`src/rtl/multi_lane_write_buffer_if.sv`:
```
// Bus between the controlling logic and the multi-lane serial transmit buffer.
// The master side issues transfers; the slave side (the buffer) drives lanes and status.
interface multi_lane_write_buffer_if #(
    parameter int BUF_SIZE = 16,
    parameter int LANES    = 4
);
    localparam int CTR_SIZE = $clog2(BUF_SIZE + 1);

    logic                start;
    logic                write_sig;
    logic                abort;
    logic                lsb_first;
    logic [BUF_SIZE-1:0] data_in;
    logic [CTR_SIZE-1:0] write_count;
    logic [LANES-1:0]    data_out;
    logic                busy;
    logic                done_sig;
    logic                aborted;

    modport master (
        output start, write_sig, abort, lsb_first, data_in, write_count,
        input  data_out, busy, done_sig, aborted
    );

    modport slave (
        input  start, write_sig, abort, lsb_first, data_in, write_count,
        output data_out, busy, done_sig, aborted
    );
endinterface

```
`src/rtl/multi_lane_write_buffer.sv`:
```
// Serial transmit buffer: shifts a latched word out over LANES parallel lanes, one symbol
// per write strobe, with bit-order select, idle padding of a partial final symbol, and abort.
module multi_lane_write_buffer #(
    parameter int BUF_SIZE   = 16,
    parameter int LANES      = 4,
    parameter bit IDLE_LEVEL = 1'b0
) (
    input logic                      sys_clk,
    input logic                      rst_n,
    multi_lane_write_buffer_if.slave bus
);
    localparam int                  CTR_SIZE = $clog2(BUF_SIZE + 1);
    localparam int                  LANE_SH  = $clog2(LANES);
    localparam logic [CTR_SIZE-1:0] BUF_N    = CTR_SIZE'(BUF_SIZE);
    localparam logic [LANES-1:0]    IDLE_SYM = {LANES{IDLE_LEVEL}};

    typedef enum logic [1:0] {IDLE = 2'b01, WRITE = 2'b10} state_t;

    state_t              state_q, state_d;
    logic [BUF_SIZE-1:0] shreg_q, shreg_d;
    logic                lsb_q, lsb_d;
    logic [CTR_SIZE-1:0] ctr_q, ctr_d;
    logic [LANES-1:0]    data_out_q, data_out_d;
    logic                busy_q, busy_d;
    logic                done_q, done_d;
    logic                aborted_q, aborted_d;

    logic [CTR_SIZE-1:0] n_clamp;
    logic [CTR_SIZE:0]   n_round;
    logic [CTR_SIZE-1:0] sym_m1;
    logic [BUF_SIZE-1:0] merged;
    logic                accept;

    // Bits past the requested count are replaced by the idle level up front, so padding
    // falls out of the ordinary shift and no stale data can ever reach the pins.
    function automatic logic [BUF_SIZE-1:0] merge_word(input logic [BUF_SIZE-1:0] data,
                                                       input logic [CTR_SIZE-1:0] n,
                                                       input logic              lsb);
        logic [BUF_SIZE-1:0] ones;
        logic [BUF_SIZE-1:0] mask;
        ones = '1;
        mask = lsb ? ~(ones << n) : ~(ones >> n);
        return (data & mask) | (~mask & {BUF_SIZE{IDLE_LEVEL}});
    endfunction

    function automatic logic [LANES-1:0] head_sym(input logic [BUF_SIZE-1:0] w, input logic lsb);
        return lsb ? w[LANES-1:0] : w[BUF_SIZE-1 -: LANES];
    endfunction

    function automatic logic [BUF_SIZE-1:0] advance(input logic [BUF_SIZE-1:0] w, input logic lsb);
        return lsb ? {IDLE_SYM, w[BUF_SIZE-1:LANES]} : {w[BUF_SIZE-LANES-1:0], IDLE_SYM};
    endfunction

    assign n_clamp = (bus.write_count > BUF_N) ? BUF_N : bus.write_count;
    assign n_round = {1'b0, n_clamp} + (CTR_SIZE + 1)'(LANES - 1);
    assign sym_m1  = CTR_SIZE'(n_round >> LANE_SH) - CTR_SIZE'(1);
    assign merged  = merge_word(bus.data_in, n_clamp, bus.lsb_first);
    assign accept  = bus.start && (n_clamp != '0);

    always_ff @(posedge sys_clk or negedge rst_n) begin
        if (!rst_n) begin
            state_q    <= IDLE;
            shreg_q    <= '0;
            lsb_q      <= 1'b0;
            ctr_q      <= '0;
            data_out_q <= IDLE_SYM;
            busy_q     <= 1'b0;
            done_q     <= 1'b1;
            aborted_q  <= 1'b0;
        end else begin
            state_q    <= state_d;
            shreg_q    <= shreg_d;
            lsb_q      <= lsb_d;
            ctr_q      <= ctr_d;
            data_out_q <= data_out_d;
            busy_q     <= busy_d;
            done_q     <= done_d;
            aborted_q  <= aborted_d;
        end
    end

    always_comb begin
        state_d = IDLE;
        case (state_q)
            IDLE:    state_d = accept ? WRITE : IDLE;
            WRITE:   state_d = (bus.abort || (bus.write_sig && ctr_q == '0)) ? IDLE : WRITE;
            default: state_d = IDLE;
        endcase
    end

    always_comb begin
        shreg_d    = shreg_q;
        lsb_d      = lsb_q;
        ctr_d      = ctr_q;
        data_out_d = data_out_q;
        busy_d     = busy_q;
        done_d     = done_q;
        aborted_d  = aborted_q;
        case (state_q)
            IDLE: begin
                if (accept) begin
                    lsb_d      = bus.lsb_first;
                    ctr_d      = sym_m1;
                    data_out_d = head_sym(merged, bus.lsb_first);
                    shreg_d    = advance(merged, bus.lsb_first);
                    busy_d     = 1'b1;
                    done_d     = 1'b0;
                    aborted_d  = 1'b0;
                end
            end
            WRITE: begin
                // Abort wins over a coincident strobe.
                if (bus.abort) begin
                    data_out_d = IDLE_SYM;
                    busy_d     = 1'b0;
                    done_d     = 1'b1;
                    aborted_d  = 1'b1;
                end else if (bus.write_sig) begin
                    if (ctr_q != '0) begin
                        data_out_d = head_sym(shreg_q, lsb_q);
                        shreg_d    = advance(shreg_q, lsb_q);
                        ctr_d      = ctr_q - CTR_SIZE'(1);
                    end else begin
                        data_out_d = IDLE_SYM;
                        busy_d     = 1'b0;
                        done_d     = 1'b1;
                    end
                end
            end
            default: begin
                shreg_d    = '0;
                lsb_d      = 1'b0;
                ctr_d      = '0;
                data_out_d = IDLE_SYM;
                busy_d     = 1'b0;
                done_d     = 1'b1;
                aborted_d  = 1'b0;
            end
        endcase
    end

    assign bus.data_out = data_out_q;
    assign bus.busy     = busy_q;
    assign bus.done_sig = done_q;
    assign bus.aborted  = aborted_q;
endmodule

```
`src/flat_wrapper.sv`:
```
// flat-port wrapper written by rule: the top's interface ports become plain ports
module multi_lane_write_buffer_flat 
#(
    parameter int BUF_SIZE   = 16,
    parameter int LANES      = 4,
    parameter bit IDLE_LEVEL = 1'b0
)
  (sys_clk, rst_n, bus_start, bus_write_sig, bus_abort, bus_lsb_first, bus_data_in, bus_write_count, bus_data_out, bus_busy, bus_done_sig, bus_aborted);
  multi_lane_write_buffer_if #(.BUF_SIZE(BUF_SIZE), .LANES(LANES)) bus_i ();
  input logic sys_clk;
  input logic rst_n;
  input wire logic [$bits(bus_i.start)-1:0] bus_start;
  input wire logic [$bits(bus_i.write_sig)-1:0] bus_write_sig;
  input wire logic [$bits(bus_i.abort)-1:0] bus_abort;
  input wire logic [$bits(bus_i.lsb_first)-1:0] bus_lsb_first;
  input wire logic [$bits(bus_i.data_in)-1:0] bus_data_in;
  input wire logic [$bits(bus_i.write_count)-1:0] bus_write_count;
  output wire logic [$bits(bus_i.data_out)-1:0] bus_data_out;
  output wire logic [$bits(bus_i.busy)-1:0] bus_busy;
  output wire logic [$bits(bus_i.done_sig)-1:0] bus_done_sig;
  output wire logic [$bits(bus_i.aborted)-1:0] bus_aborted;
  assign bus_i.start = bus_start;
  assign bus_i.write_sig = bus_write_sig;
  assign bus_i.abort = bus_abort;
  assign bus_i.lsb_first = bus_lsb_first;
  assign bus_i.data_in = bus_data_in;
  assign bus_i.write_count = bus_write_count;
  assign bus_data_out = bus_i.data_out;
  assign bus_busy = bus_i.busy;
  assign bus_done_sig = bus_i.done_sig;
  assign bus_aborted = bus_i.aborted;
  multi_lane_write_buffer #(.BUF_SIZE(BUF_SIZE), .LANES(LANES), .IDLE_LEVEL(IDLE_LEVEL)) u_core (.sys_clk(sys_clk), .rst_n(rst_n), .bus(bus_i));
endmodule
```
`config.mk`:
```
export PLATFORM = sky130hd
export DESIGN_NAME = multi_lane_write_buffer_flat
export DESIGN_NICKNAME = d
export VERILOG_FILES = /design/src/rtl/multi_lane_write_buffer_if.sv /design/src/rtl/multi_lane_write_buffer.sv /design/src/flat_wrapper.sv
export SDC_FILE = /design/constraint.sdc
export NUM_CORES = 1
export LEC_CHECK = 0
export ABC_CLOCK_PERIOD_IN_PS = 3500
export CAP_MARGIN = 20
export CORE_UTILIZATION = 55
export CTS_CLUSTER_DIAMETER = 150
export DETAILED_ROUTE_END_ITERATION = 16
export PLACE_DENSITY = 0.81
export SKIP_LAST_GASP = 1
export SLEW_MARGIN = 15
export SYNTH_ARGS = -nofsm -noshare
export SYNTH_HDL_FRONTEND = slang
export SYNTH_SLANG_ARGS = --single-unit
```
`constraint.sdc`:
```
create_clock -name sys_clk -period 3.5 [get_ports sys_clk]
set_input_delay 0.7 -clock sys_clk [delete_from_list [all_inputs] [get_ports sys_clk]]
set_output_delay 0.7 -clock sys_clk [all_outputs]
set_load 0.02 [all_outputs]
```
==> results of run 1 <==
## power by group
part	internal [mW]	switching, mW	leakage (nW)	total (mW)
Sequential	0.494	0.145	0.412	0.639
Clock	0.179	0.143	0.0515	0.322
Combinational	0.372	0.525	0.599	0.896
Total	1.04	0.812	1.06	1.86
## layer usage
metal	track usage [%]	up-vias	wire [um]
li1	-	997	-
met1	42.0	1043	2690
met2	50.0	136	3050
met3	9.14	20	582
met4	15.7	0	191
met5	0	-	0
## through the flow
step / hold slack [ns] / setup slack [ns] / utilization, % / instances / area [sq um]
floorplan: 0.404 / 1.23 / - / 237 / 2260
finish: 0.498 / 0.920 / 71.5 / 316 / 2720
global route: 0.533 / 0.710 / 71.5 / 316 / 2720
detailed placement: 0.480 / 0.638 / 68.9 / 308 / 2620
CTS: 0.498 / 0.933 / 71.5 / 316 / 2720
global placement: 0.472 / 0.729 / 68.9 / 308 / 2620
## cell families after synthesis
kind of cell,share of synthesized area [%]
AOI/OAI and AO/OA,34.0
and+or+nand+nor,17.5
DFF,34.5
buffers and inverters,4.66
muxes,6.93
adders and majority gates,1.66
xor gates and xnor gates,0.777
## sequential cells by signal (all words and copies together) (netlist names)
register	cells
u_core.shreg_q	16
u_core.ctr_q	5
u_core.bus.data_out	4
u_core.state_q	2
u_core.bus.aborted	1
u_core.bus.busy	1
u_core.bus.done_sig	1
u_core.lsb_q	1
## cells in the final DEF, fill, tap and decap left out, types with 3 or more instances in the layout
cell	synthesis	layout
a31oi_1	5	5
nor2_1	10	10
o31ai_1	3	3
a41o_1	3	3
a21oi_1	5	5
nand3b_1	3	3
o21ai_0	17	17
nor2b_1	4	4
buf_4	1	7
clkbuf_8	0	7
inv_1	6	6
nand3_1	5	5
a21o_1	3	3
a32o_1	3	3
o211ai_1	11	11
nor4_1	5	5
and2_1	4	4
dfrtp_1	29	29
nand2_1	17	17
ha_1	3	3
nor3b_1	3	3
nand4_1	3	3
o31ai_2	6	6
a32oi_1	6	6
mux2_2	5	5
clkdlybuf4s50_1	0	33
a22o_1	9	9
mux2i_1	10	10
## final cells by class
type / instances / share of cell area, %
tap: 48 / 2.21
timing repair buffer: 40 / 14.1
clock buffer: 8 / 3.68
multi-input combinational: 183 / 50.5
sequential: 31 / 28.7
inverter: 6 / 0.829
## worst paths after layout
check                                          to  slack [ns]  depth (start not counted)
max in group asynchronous     u_core.bus.done_sig        2.36                          2
hold reg to reg            u_core.bus.data_out[3]        0.50                          2
setup / recovery                  u_core.ctr_q[4]        0.92                         10
min in group asynchronous       u_core.state_q[1]        0.81                          2
setup reg to reg                  u_core.ctr_q[3]        0.98                          6
hold / removal             u_core.bus.data_out[3]        0.50                          2
## Yosys cell counts (all sizes together) (4+ instances only)
cell type	number
a21oi	5
a22o	9
a31oi	6
a32oi	6
and2	4
buf	8
clkbuf	9
dfrtp	29
inv	6
mux2	5
mux2i	10
nand2	18
nand3	5
nor2	11
nor2b	4
nor3	4
nor3b	4
nor4	5
o211ai	11
o21ai	18
o31ai	10
## critical path: cells and delay by family
family	cells	cell delay (ns)
XOR/XNOR	1	0.12
AND/OR/NAND/NOR	1	0.06
adder cells (fa/ha/maj)	1	0.23
multiplexers	1	0.26
buffers and inverters	2	0.57
AO/OA/AOI/OAI	4	0.82
==> results.yml, run 1 <==
run_status:
  status: "completed"
die:
  initial_core_util_pct: 59.4
  num_rows: 22
  core_area_sq_um: 3800
  fp.dieH_um: 66.0
  io_pins: 34
  die_area_sq_um: 4360
  die_x_um: 66.0
drt:
  drt_iter0_markers: 259
  ant_nets: 0
  routed_via_density: 6.95
  via_count: 2196
  wl_um: 6510
  drc: 0
  wl_per_cell_um: 20.6
  firstDrtPassIters: 5
sta:
  rsz0062_at_grt: "no"
  tns_ns: 0
  finalCritPeriodShare_pct: 73.7
  finalClockSkew_ns: 0.00486
  fmax_mhz: 388
  min_period_ns: 2.58
  setup_viol: 0
  worst_pin_slew_ns: 0.732
  finalHoldViolCount: 0
  final_max_slew_viol_count: 0
  relSlewSlack_pct: 51.2
synthesis:
  synth_cells: 237
  synth_ff_type: "dfrtp_1"
  syn_area_sq_um: 2260
  synth_fp_nets: 267
  yosys_warnings: 0
  yosys.area.top_type_share_pct: 32.2
  avgSynthCellArea_sq_um: 9.52
  ys_seq_area_share_pct: 34.5
  synth_cell_types: 62
  ys_seq_elements: 31
  synthArstFlopShare_pct: 100
  synth_edf_count: 0
  yosysTopAreaCell: "dfrtp_1"
  yosys-top-cells-area: "dfrtp_1 32%, mux2i_1 4.4%, o21ai_0 3.8%, o211ai_1 3.7%, a22o_1 3.5%"
setup_path:
  cp-startpoint: "bus_write_count[0]"
  cp_max_fo: 10
  startpoint_type: "input port"
  critical-path-max-stage-delay_ns: 0.40
  crit_slowest_cell: "clkdlybuf4s50_1"
  reg2reg_from: "u_core.state_q[0]"
  required_ns: 3.68
  setup.worst_path.class: "input port to flop"
  cp_data_arrival_time_ns: 2.76
  cp_cell_sequence: "clkdlybuf4s50_1 -> buf_4 -> o21ai_0 -> xnor2_1 -> a22oi_1 -> ha_1 -> nand2_1 -> mux2_2 -> o21ai_0 -> o2bb2ai_1"
  critPathMostFrequentCell: "o21ai_0"
  endpoint_kind: "flop"
clock_network:
  cts_root_buf: "clkbuf_8"
  cts_buffers: 5
  cts_resized: 0
  clk_latency_ns: 0.29
  htreeDepth: 2
  cts_tree: "built"
  cts_setup_buffers: 0
  cts.sinks: 31
  cts_hold_buf: 0
  clkTransAtPathRegs_ns: 0.07
  cts_buffer_depth: 2
layout:
  syn2layout_area_growth_pct: 20.4
  fin_nets: 297
  drive_gt1_share_pct: 14.2
  multi_input_area_sq_um: 1370
  nFillCells: 316
  register_area_sq_um: 778
  antennaDiodeCount: 0
global_routing:
  grt_max_degree: 32
  antenna_found_initial: 0
  track_usage_pct: 32.6
  grt_pass1_wl_um: 10500
  grt_pass1_vias: 2126
  grt-ovfl-total: 0
power_and_ir_drop:
  p_total_mw: 1.86
  ir_drop_mv: 0.416
  leakage_nw: 1.06
  powerDensity_nw_per_um2: 684
placed_design:
  gp_congestion: 0.929
  hpwl_um: 4520
  numPortBuffers: 33
hold_path:
  hold_path_class: "flop to flop"
  min_from: "u_core.bus.data_out[3]"
job:
  cap_violations: 0
(Power assumes the default switching activity.)
==> run 2, diff against run 1 <==
--- a/config.mk
+++ b/config.mk
@@ -5,12 +5,12 @@
 export SDC_FILE = /design/constraint.sdc
 export NUM_CORES = 1
 export LEC_CHECK = 0
-export ABC_CLOCK_PERIOD_IN_PS = 3500
+export ABC_CLOCK_PERIOD_IN_PS = 2600
 export CAP_MARGIN = 20
-export CORE_UTILIZATION = 55
+export CORE_UTILIZATION = 54
 export CTS_CLUSTER_DIAMETER = 150
 export DETAILED_ROUTE_END_ITERATION = 16
-export PLACE_DENSITY = 0.81
+export PLACE_DENSITY = 0.8
 export SKIP_LAST_GASP = 1
 export SLEW_MARGIN = 15
 export SYNTH_ARGS = -nofsm -noshare
==> constraint.sdc (replaced) <==
create_clock -name sys_clk -period 2.6 [get_ports sys_clk]
set_input_delay 0.52 -clock sys_clk [delete_from_list [all_inputs] [get_ports sys_clk]]
set_output_delay 0.52 -clock sys_clk [all_outputs]
set_load 0.02 [all_outputs]
==> run 2 against run 1 <==
Clock-buffer cell count down 1; register-to-register slack worse by 0.53 ns; clock skew hardly changed; utilization down 2.5 points; cell count up 3.2%; critical path type unchanged.
==> results.yml, run 2 (synthesized netlist as in run 1, its figures left out) <==
run_status:
  status: "completed"
power_and_ir_drop:
  ir_drop_mv: 0.493
  leakage_nw: 1.09
  powerDensity_nw_per_um2: 894
layout:
  nFillCells: 341
  stdcell_area_sq_um: 2760
  drive_gt1_share_pct: 16.3
  top_register: "u_core.shreg_q"
  syn2layout_area_growth_pct: 22.4
  antennaDiodeCount: 0
  instances_no_fill: 326
  final_common_cell: "clkdlybuf4s50_1"
  final_cell_mix: "33 x clkdlybuf4s50_1, 29 x dfrtp_1, 17 x o21ai_0, 17 x nand2_1, 15 x buf_4"
  fin_nets: 305
  largest_register_ffs: 16
global_routing:
  grt-ovfl-total: 0
  grt_pass1_wl_um: 9570
  track_usage_pct: 29.6
  antenna_found_initial: 0
  grt_max_degree: 32
  grt_pass1_vias: 1901
setup_path:
  startpoint_type: "input port"
  reg2reg_from: "u_core.state_q[0]"
  critPathBufInv: 1
  cp-startpoint: "bus_write_count[0]"
  cp_max_fo: 3
  critical-path-max-stage-delay_ns: 0.44
  crit_end: "u_core.ctr_q[4]"
  cp_cell_sequence: "clkdlybuf4s50_1 -> or3_1 -> a32oi_1 -> ha_1 -> nand2_1 -> mux2_2 -> o21ai_0 -> o2bb2ai_1"
  rr_worst_depth: 7
  r2r_slack_ns: 0.45
  path_delay_family: "compound AO/OA/AOI/OAI gates"
  required_ns: 2.77
  crit_slowest_cell: "clkdlybuf4s50_1"
  timing.rr.end: "u_core.shreg_q[10]"
  endpoint_kind: "flop"
  cp_data_arrival_time_ns: 2.38
  crit_cells: 8
  setup.worst_path.class: "input port to flop"
clock_network:
  htreeDepth: 2
  cts_buffer_depth: 2
  cts_setup_buffers: 0
  cts.sinks: 31
  cts_tree: "built"
  clk_latency_ns: 0.29
  cts_hold_buf: 0
  cts_buffers: 5
  cts_root_buf: "clkbuf_8"
  cts_resized: 0
  clkTransAtPathRegs_ns: 0.07
hold_path:
  hold_path_class: "flop to flop"
  whs_path_depth: 2
drt:
  wl_um: 6110
  routed_via_density: 6.59
  via_count: 2147
  ant_nets: 0
  drc: 0
  drt_iter0_markers: 220
  wl_per_cell_um: 18.7
  firstDrtPassIters: 5
sta:
  fmax_mhz: 453
  relSlewSlack_pct: 49.0
  min_period_ns: 2.21
  tns_ns: 0
  worst_slack_ns: 0.393
  whs_ns: 0.497
  finalHoldViolCount: 0
  final_max_slew_viol_count: 0
  worst_pin_slew_ns: 0.763
  finalClockSkew_ns: 0.00512
  setup_viol: 0
  finalCritPeriodShare_pct: 84.9
  rsz0062_at_grt: "no"
die:
  core_area_sq_um: 4000
  io_pins: 34
  fp.dieH_um: 66.6
  die_x_um: 66.6
  num_rows: 23
  initial_core_util_pct: 56.4
  die_area_sq_um: 4440
placed_design:
  place_worst_setup_slack_ns: 0.0994
  dp_cells: 318
  placement.cell_area_sq_um: 2680
  gp_congestion: 0.922
  hpwl_um: 4490
  numPortBuffers: 33
job:
  cap_violations: 0
## run 2: per-layer routing
metal | vias up | share of wire [%] | track usage [%]
met5 | - | 0 | 0
met1 | 1038 | 45 | 41.2
met3 | 14 | 6.6 | 5.82
met4 | 0 | 2.1 | 10.1
li1 | 1008 | - | -
met2 | 87 | 47 | 45.5
## run 2: worst min-delay path by stage
stage                                      start                     end  slack (ns)
final                        u_core.bus.done_sig     u_core.bus.done_sig        0.50
after global routing         u_core.bus.done_sig     u_core.bus.done_sig        0.52
after CTS                    u_core.bus.done_sig     u_core.bus.done_sig        0.50
after detailed placement     u_core.bus.done_sig     u_core.bus.done_sig        0.49
after global placement    u_core.bus.data_out[3]  u_core.bus.data_out[3]        0.48
after floorplan                            rst_n      u_core.bus.aborted        0.22
## run 2: metrics by stage
stage	power, mW	utilization, %
3_3_place_gp	2.06	67.0
5_1_grt	2.61	69.0
2_1_floorplan	1.67	-
3_5_place_dp	2.09	67.0
6_report	2.47	69.0
4_1_cts	2.46	69.0
## run 2: layout make-up
type / instances / area, sq um / share of cell area [%]
clock buffers: 7 / 76.3 / 2.77
clock inverters: 1 / 5.00 / 0.181
inverters: 6 / 22.5 / 0.816
multi-input cells: 183 / 1370 / 49.7
flip-flops and latches: 31 / 778 / 28.2
well taps: 50 / 62.6 / 2.27
repair buffers: 48 / 443 / 16.0
## run 2: worst reg2reg max path, cell delays in order, from the launching register on
cell and delay, ns:
dfstp_2 0.53, inv_1 0.04, ha_1 0.22, nor3b_2 0.17, a22oi_2 0.46, nand2_4 0.14
buf_4 0.22, a22o_1 0.25
## run 2: where the power goes
group / internal, mW / switching (mW)
registers: 0.665 / 0.192
clock network: 0.188 / 0.181
logic: 0.547 / 0.694
==> run 3, diff against run 2 <==
--- a/config.mk
+++ b/config.mk
@@ -5,7 +5,7 @@
 export SDC_FILE = /design/constraint.sdc
 export NUM_CORES = 1
 export LEC_CHECK = 0
-export ABC_CLOCK_PERIOD_IN_PS = 2600
+export ABC_CLOCK_PERIOD_IN_PS = 2100
 export CAP_MARGIN = 20
 export CORE_UTILIZATION = 54
 export CTS_CLUSTER_DIAMETER = 150
==> constraint.sdc (replaced) <==
create_clock -name sys_clk -period 2.1 [get_ports sys_clk]
set_input_delay 0.42 -clock sys_clk [delete_from_list [all_inputs] [get_ports sys_clk]]
set_output_delay 0.42 -clock sys_clk [all_outputs]
set_load 0.02 [all_outputs]
==> run 3 against run 2 <==
Clock-buffer cell count stayed put; via count is 11% higher; sequential cell count stayed put; critical path depth stayed put; first-iteration DRC count is 9.1% higher; final area is 7.9% higher; hold slack better by 0.0082 ns; register-to-register slack worse by 0.34 ns; wire length is 11% higher; setup slack worse by 0.38 ns; sequential share of layout area is 2.1 points lower; highest routed layer unchanged.
==> results.yml, run 3 (synthesized netlist as in run 1, its figures left out) <==
run_status:
  status: "completed"
clock_network:
  cts_buffers: 5
  cts_buffer_depth: 2
  htreeDepth: 2
  cts_tree: "built"
  clk_latency_ns: 0.29
  clkTransAtPathRegs_ns: 0.07
  cts_root_buf: "clkbuf_8"
  cts.sinks: 31
setup_path:
  critPathBufInv: 1
  setup.worst_path.class: "input port to flop"
  rr_worst_depth: 7
  endpoint_kind: "flop"
  cp_data_arrival_time_ns: 2.26
  cp_cell_sequence: "clkdlybuf4s50_1 -> or3_4 -> a32oi_2 -> ha_2 -> nand2_1 -> mux2_2 -> o21ai_1 -> o2bb2ai_1"
  critical-path-max-stage-delay_ns: 0.45
  cp-startpoint: "bus_write_count[0]"
  cp_max_fo: 3
  crit_cells: 8
  reg2reg_from: "u_core.state_q[0]"
  crit_slowest_cell: "clkdlybuf4s50_1"
  path_delay_family: "simple AND/OR/NAND/NOR gates"
  required_ns: 2.27
  startpoint_type: "input port"
sta:
  fmax_mhz: 479
  finalHoldViolCount: 0
  min_period_ns: 2.09
  whs_ns: 0.505
  setup_viol: 0
  final_max_slew_viol_count: 0
  finalCritPeriodShare_pct: 99.5
  rsz0062_at_grt: "yes"
  tns_ns: 0
  relSlewSlack_pct: 63.0
  worst_pin_slew_ns: 0.555
  finalClockSkew_ns: 0.00413
layout:
  top_register: "u_core.shreg_q"
  final_cell_mix: "40 x buf_4, 31 x clkdlybuf4s50_1, 29 x dfrtp_1, 17 x nand2_1, 15 x o21ai_0"
  instances_no_fill: 351
  final_common_cell: "buf_4"
  syn2layout_area_growth_pct: 32.1
  drive_gt1_share_pct: 25.2
  antennaDiodeCount: 0
  stdcell_area_sq_um: 2980
  largest_register_ffs: 16
  fin_nets: 330
power_and_ir_drop:
  powerDensity_nw_per_um2: 1100
  ir_drop_mv: 0.733
  leakage_nw: 1.23
global_routing:
  antenna_found_initial: 0
  met1_usage_pct: 43.7
  grt_use_met3_pct: 7.71
  track_usage_pct: 33.2
  grt-busiest-layer: "met2"
  grtUsageMet2_pct: 49.6
  grt-ovfl-total: 0
  grt_max_degree: 32
  grt_pass1_wl_um: 11000
  grt_pass1_vias: 2331
drt:
  drc: 0
  routed_via_density: 6.79
  drt_iter0_markers: 240
  wl_um: 6810
  ant_nets: 0
  via_count: 2384
  wl_per_cell_um: 19.4
  firstDrtPassIters: 5
die:
  io_pins: 34
  die_x_um: 66.6
  fp.dieH_um: 66.6
  num_rows: 23
  initial_core_util_pct: 56.4
  core_area_sq_um: 4000
  die_area_sq_um: 4440
placed_design:
  gp_congestion: 0.931
  placement.cell_area_sq_um: 2860
  dp_cells: 342
  numPortBuffers: 33
  hpwl_um: 4940
hold_path:
  hold_path_class: "flop to flop"
  whs_path_depth: 1
  min_from: "u_core.bus.busy"
job:
  cap_violations: 0
==> run 3: metal layers <==
metal / vias up / part of all wire (%)
li1: 1058 / -
met1: 1145 / 41
met2: 154 / 47
met3: 27 / 9.4
met4: 0 / 3.1
met5: - / 0
==> run 3: final timing paths <==
path | end | slack (ns)
setup / recovery | u_core.ctr_q[4] | 0.01
hold / removal | u_core.bus.busy | 0.51
setup reg to reg | u_core.ctr_q[3] | 0.11
hold reg to reg | u_core.bus.busy | 0.51
max in group asynchronous | u_core.bus.done_sig | 1.25
min in group asynchronous | u_core.ctr_q[1] | 0.53
==> run 3: layout make-up <==
cell class	instances	area, sq um
multi-input cells	183	1400
fillers	323	1020
flip-flops and latches	31	778
repair buffers	73	636
clock buffers	7	76.3
well taps	50	62.6
inverters	6	22.5
clock inverters	1	5.00
==> run 3: worst register-to-register path, delay by kind of cell (launching register included) <==
kind / cells / cell delay (ns)
adders and majority gates: 1 / 0.29
and+or+nand+nor: 1 / 0.27
DFF: 1 / 0.37
AOI/OAI and AO/OA: 3 / 0.69
buffers and inverters: 2 / 0.25
==> run 3: per-stage QoR <==
| step | total power [mW] | worst slack (ns) | util (%) |
|---|---|---|---|
| 5_1_grt | 3.44 | -0.0729 | 74.5 |
| 3_5_place_dp | 2.74 | -0.281 | 71.5 |
| 3_3_place_gp | 2.68 | -0.198 | 71.5 |
| 4_1_cts | 3.20 | 0.00327 | 73.6 |
| 6_report | 3.27 | 0.0105 | 74.5 |
| 2_1_floorplan | 2.06 | 0.0447 | - |
==> run 3: report_power, final <==
part / internal [mW] / switching [mW]
Combinational: 0.815 / 0.948
Sequential: 0.824 / 0.232
Clock: 0.232 / 0.221
Total: 1.87 / 1.40
==> run 3: what timing repair did <==
| action | in CTS | in global routing |
|---|---|---|
| pin swaps | 0 | 2 |
| setup buffers | 0 | 1 |
| hold buffers | 0 | 0 |
| setup endpoints to repair | 1 | 5 |
| resized for setup | 1 | 9 |
